$ cat src/rtl/param_router_arbiter.sv
// Five-port mesh router arbiter. It computes XY routes, runs one credit-gated
// arbiter per output and registers the grants, with a one-cycle input lockout.

module param_router_arbiter_out #(
    parameter int CREDIT_MAX = 4,
    parameter int ARB_MODE   = 0
) (
    input  logic       clk,
    input  logic       reset,
    input  logic [4:0] req,
    input  logic       credit,
    output logic [4:0] gnt,
    output logic [2:0] src,
    output logic [3:0] cnt
);
    localparam logic [3:0] CMAX = 4'(CREDIT_MAX);

    logic [2:0] ptr;
    logic       any;
    int         idx;

    // The search starts at ptr in round-robin mode and at 0 in fixed-priority mode.
    always_comb begin
        gnt = '0;
        src = '0;
        any = 1'b0;
        idx = 0;
        if (cnt != 4'd0) begin
            for (int i = 0; i < 5; i++) begin
                idx = (ARB_MODE == 0) ? int'(ptr) + i : i;
                if (idx >= 5) idx = idx - 5;
                if (!any && req[idx]) begin
                    any      = 1'b1;
                    gnt[idx] = 1'b1;
                    src      = 3'(idx);
                end
            end
        end
    end

    always_ff @(posedge clk) begin
        if (reset) begin
            cnt <= CMAX;
            ptr <= '0;
        end else begin
            if (any && !credit)
                cnt <= cnt - 4'd1;
            else if (!any && credit && cnt != CMAX)
                cnt <= cnt + 4'd1;
            if (ARB_MODE == 0 && any)
                ptr <= (src == 3'd4) ? 3'd0 : src + 3'd1;
        end
    end
endmodule

module param_router_arbiter #(
    parameter int ADDR_W     = 8,
    parameter int CREDIT_MAX = 4,
    parameter int MY_X       = 0,
    parameter int MY_Y       = 0,
    parameter int ARB_MODE   = 0
) (
    input  logic                clk,
    input  logic                reset,
    input  logic [5*ADDR_W-1:0] address_i,
    input  logic [4:0]          empty_i,
    input  logic [4:0]          credit_i,
    output logic [4:0]          read_o,
    output logic [4:0]          dec_o,
    output logic [14:0]         mux_sel_o,
    output logic [14:0]         demux_sel_o,
    output logic [19:0]         credit_cnt_o
);
    localparam int HW = ADDR_W / 2;
    localparam logic [HW-1:0] MX = HW'(MY_X);
    localparam logic [HW-1:0] MYC = HW'(MY_Y);

    logic [4:0][2:0] route;
    logic [4:0][4:0] req;   // [output][input]
    logic [4:0][4:0] gnt;   // [output][input]
    logic [4:0][2:0] src;
    logic [4:0][3:0] cnt;
    logic [4:0]      take;
    logic [4:0][2:0] mux_sel;
    logic [4:0][2:0] demux_sel;

    for (genvar p = 0; p < 5; p++) begin : g_in
        logic [HW-1:0] dx, dy;
        assign dx = address_i[p*ADDR_W+HW +: HW];
        assign dy = address_i[p*ADDR_W +: HW];
        assign route[p] = (dx > MX)  ? 3'd2 :
                          (dx < MX)  ? 3'd3 :
                          (dy > MYC) ? 3'd0 :
                          (dy < MYC) ? 3'd1 : 3'd4;
    end

    // read_o doubles as the lockout: an input popped last cycle may still show a stale head.
    for (genvar q = 0; q < 5; q++) begin : g_out
        for (genvar p = 0; p < 5; p++) begin : g_req
            assign req[q][p] = !empty_i[p] && !read_o[p] && (route[p] == 3'(q));
        end
        param_router_arbiter_out #(
            .CREDIT_MAX(CREDIT_MAX),
            .ARB_MODE  (ARB_MODE)
        ) u_out (
            .clk   (clk),
            .reset (reset),
            .req   (req[q]),
            .credit(credit_i[q]),
            .gnt   (gnt[q]),
            .src   (src[q]),
            .cnt   (cnt[q])
        );
        assign credit_cnt_o[q*4 +: 4] = cnt[q];
    end

    always_comb begin
        take = '0;
        for (int q = 0; q < 5; q++) take = take | gnt[q];
    end

    always_ff @(posedge clk) begin
        if (reset) begin
            read_o    <= '0;
            dec_o     <= '0;
            mux_sel   <= '0;
            demux_sel <= '0;
        end else begin
            read_o <= take;
            for (int q = 0; q < 5; q++) begin
                dec_o[q]   <= |gnt[q];
                mux_sel[q] <= src[q];
            end
            for (int p = 0; p < 5; p++)
                demux_sel[p] <= take[p] ? route[p] : 3'd0;
        end
    end

    assign mux_sel_o   = mux_sel;
    assign demux_sel_o = demux_sel;
endmodule

$ cat config.mk
export PLATFORM = sky130hd
export DESIGN_NAME = param_router_arbiter
export DESIGN_NICKNAME = d
export VERILOG_FILES = /design/src/rtl/param_router_arbiter.sv
export SDC_FILE = /design/constraint.sdc
export NUM_CORES = 1
export LEC_CHECK = 0
export CAP_MARGIN = 20
export CORE_UTILIZATION = 50
export DETAILED_ROUTE_END_ITERATION = 7
export PLACE_DENSITY = 0.85
export SLEW_MARGIN = 20
export SYNTH_ARGS = -nofsm -noshare
export SYNTH_HDL_FRONTEND = slang
export SYNTH_SLANG_ARGS = --single-unit
$ cat constraint.sdc
create_clock -name clk -period 5.1 [get_ports clk]
set_clock_uncertainty 0.1 [all_clocks]
set_input_delay 1.275 -clock clk [delete_from_list [all_inputs] [get_ports clk]]
set_output_delay 1.275 -clock clk [all_outputs]
set_load 0.01 [all_outputs]
==> results by group <==
Clock tree
  – Clock edge transition at the registers on the reported setup and hold paths: 80 ps
  – TritonCTS clock tree: done
  – Num CTS Buffers: 5
  – Post-CTS Setup Inserts: 0
  – Insertion delay of the later-clocked pin in the worst-skew pair: 320 ps
  – Sinks on the clock net: 56
  – Number of gates resized after cts: 0
  – Root Driver: clkbuf_16
  – Total number of H-tree levels: 2
  – Longest Clk Path Bufs: 2
  – Number of hold-repair buffers added at the cts stage: 0

Setup path
  – Peak fanout along the critical path: 4
  – Class of the most critical setup path: in -> reg
  – Setup crit end kind: flop
  – Sort of element at the start of the critical path: primary input
  – Data required, critical path: 5220 ps
  – Data arrival, critical path: 5030 ps

Synth
  – Area fraction of the dominant cell type after synthesis: 0.1433
  – Dominant cell type by area after synthesis: dfxtp_1
  – Mapped cell area: 0.007823 sq mm
  – Synthesized-area fraction occupied by xor and xnor cells: 0.03455
  – Synth unique cells: 103
  – Most common cell in the synthesized netlist: nor2_1
  – Mean area per synthesized cell: 7.514 sq um
  – Ys flop type: dfxtp_1
  – Share of async-settable or async-resettable flops after synthesis: 0
  – Number of instances in the synthesized netlist: 1041
  – Simple-gate area share of the yosys netlist: 0.3125
  – Proportion of synthesized area in mux cells: 0.04798
  – Post-synth EDFFs: 0
  – Post-synthesis sequential area ratio: 0.1433
  – Arithmetic-cell share of the synthesized area counting full adders, half adders and majority gates: 0.1321
  – Combinational family with the most area after synthesis: simple AND/OR/NAND/NOR gates
  – Most used standard cells in the synthesized netlist: nor2_1 (102), nand2_1 (95), ha_1 (73)
  – Biggest area contributors in the synthesized netlist: dfxtp_1 (14%), ha_1 (12%), nor2_1 (4.9%), nand2_1 (4.6%), a21oi_1 (4.0%)
  – Synthesized-area fraction occupied by ao, oa, aoi and oai cells: 0.2622
  – #FFs+latches synth: 56
  – Synth warnings: 0

Final layout
  – Antenna cell count: 0
  – Ratio of cells with drive above 1 in the final layout: 0.1411
  – Filler cells: 1356
  – Area growth, synth to finish: 23.77%
  – Post-layout nets: 1328
  – Final cell utilization of the core: 0.6345

Global routing
  – Pin count of the biggest net entering global routing: 57
  – Via count of the first global-routing pass: 8173
  – Total gr overflow: 0
  – Number of antenna violations at the first check in global routing: 0
  – Global-route wire length before repair: 41.02 mm
  – Global-route total usage across every layer: 0.3161

STA
  – Finish-stage setup viols: 0
  – Final setup margin: 181.5 ps
  – Worst hold slack across all endpoints: 462.1 ps
  – Worst slew margin relative to its limit: 0.2878
  – Fin crit share: 0.9644
  – Final critical delay including setup and external delays: 4919 ps
  – Worst Tran Pin Value: 1068 ps
  – Achievable frequency: 203.3 MHz
  – Hold Vio Cnt, Final: 0
  – Final Slew Violations: 0
  – Unrepaired setup endpoints after global routing: yes

Floorplan
  – Starting density of the core: 0.5127
  – Die height: 127.1 um
  – # rows: 45
  – Floorplan die area: 0.01615 sq mm
  – Die W: 127.1 um
  – Core ar.: 0.01526 sq mm
  – Number of primary I/O pins: 112

Drt
  – Pre-Repair DR Iteration Count: 5
  – Iter 0 DRT Violations: 846
  – Final Routed Wirelength: 25.67 mm
  – Total vias in the final route: 8699
  – Post-detailed-route wirelength per cell: 18.22 um
  – Number of vias per cell: 6.174
  – DRC violations left: 0
  – Remaining antenna violation count: 0

Pwr
  – PD cells: 674.1 mW/mm^2
  – Switching Share: 0.5243
  – Highest ir drop seen on vdd: 425.0 uV
  – Logic gate share of total power: 0.843
  – Power spent charging and discharging nets: 3.421 mW
  – LEAKAGE: 4.083 nW
  – Part of the total power dissipated in the clock network: 0.058
  – Relative contribution of sequential cells to total power: 0.099
  – Internal Pwr Total: 3.105 mW
  – Pwr Total: 6.526 mW

Place
  – Routability Congestion: 0.9880
  – Hpwl dp: 20.24 mm
  – Buffers added on ports: 98
  – Worst slack after detailed placement: -150.9 ps

Job
  – Max-cap check violation count: 0

Run status
  – Result of the run: finished clean

Min path
  – Worst min path class: reg -> reg
==> cell usage in the layout, fill, tap and decap left out, types with 32 or more instances in the layout <==
cell type,count
nor2_1,102
buf_4,98
clkdlybuf4s50_1,97
nand2_1,95
ha_1,73
a21oi_1,62
dfxtp_1,56
inv_1,49
nor3_1,46
o21ai_0,32
nand3_1,32
==> metal layers <==
layer,global-route usage,routed length [um]
met3,0.04648,1698
met5,0,0
met1,0.4127,11280
met2,0.5220,11780
met4,0.1310,905
==> cells by family after synthesis <==
logic type / after synthesis
xor gates and xnor gates: 30
AOI/OAI and AO/OA: 279
other: 1
adders and majority gates: 79
muxes: 33
DFF: 56
buffers and inverters: 112
and+or+nand+nor: 451
==> power by group through the flow <==
stage | sequential [mW] | clock, mW | combinational (mW)
CTS | 0.642 | 0.386 | 5.39
global placement | 0.650 | 0 | 5.26
global route | 0.657 | 0.399 | 5.98
finish | 0.644 | 0.380 | 5.50
detailed placement | 0.650 | 0 | 5.35
floorplan | 0.688 | 0 | 3.52
==> final timing paths <==
kind | from | to | slack (ps) | cells after the start
hold / removal | g_out[1].u_out.cnt[3]$_SDFFE_PP0P_ | g_out[1].u_out.cnt[3]$_SDFFE_PP0P_ | 460 | 2
setup / recovery | address_i[24] | g_out[0].u_out.ptr[2]$_SDFFE_PP0P_ | 180 | 13
hold reg to reg | g_out[1].u_out.cnt[3]$_SDFFE_PP0P_ | g_out[1].u_out.cnt[3]$_SDFFE_PP0P_ | 460 | 2
setup reg to reg | g_out[2].u_out.ptr[1]$_SDFFE_PP0P_ | g_out[2].u_out.ptr[2]$_SDFFE_PP0P_ | 400 | 17
==> state kept, by name, summed over array words and instances (netlist names) <==
| name | cells |
|---|---|
| read_o | 5 |
| dec_o | 3 |
| demux_sel_o | 10 |
| g_out.u_out.cnt | 20 |
| mux_sel_o | 9 |
| g_out.u_out.ptr | 9 |
==> critical path: stages <==
cell             delay [ps]
clkdlybuf4s50_1         420
or4_4                   560
and3_1                  270
o22ai_1                 210
nor2_1                   80
or2_1                   320
a311oi_1                450
o22ai_1                 180
o31ai_1                 330
nor2_1                   80
ha_1                    190
or3_1                   360
a311oi_1                290
==> through the flow <==
step           instances  cell area (sq um)  TNS, ps
5_1_grt             1409               9682   -38.75
4_1_cts             1409               9669        0
2_1_floorplan       1053               7868        0
6_report            1409               9682        0
3_5_place_dp        1401               9519   -259.6
3_3_place_gp        1401               9519   -47.21
==> layout make-up <==
type | instances | area (sq um) | share of cell area
multi-input cells | 885 | 6236 | 0.6441
clock buffers | 5 | 125.1 | 0.01292
inverters | 53 | 198.9 | 0.02055
well taps | 211 | 264.0 | 0.02727
flip-flops and latches | 56 | 1121 | 0.1158
clock inverters | 3 | 25.02 | 0.002585
repair buffers | 196 | 1712 | 0.1768
(Power assumes the default switching activity.)
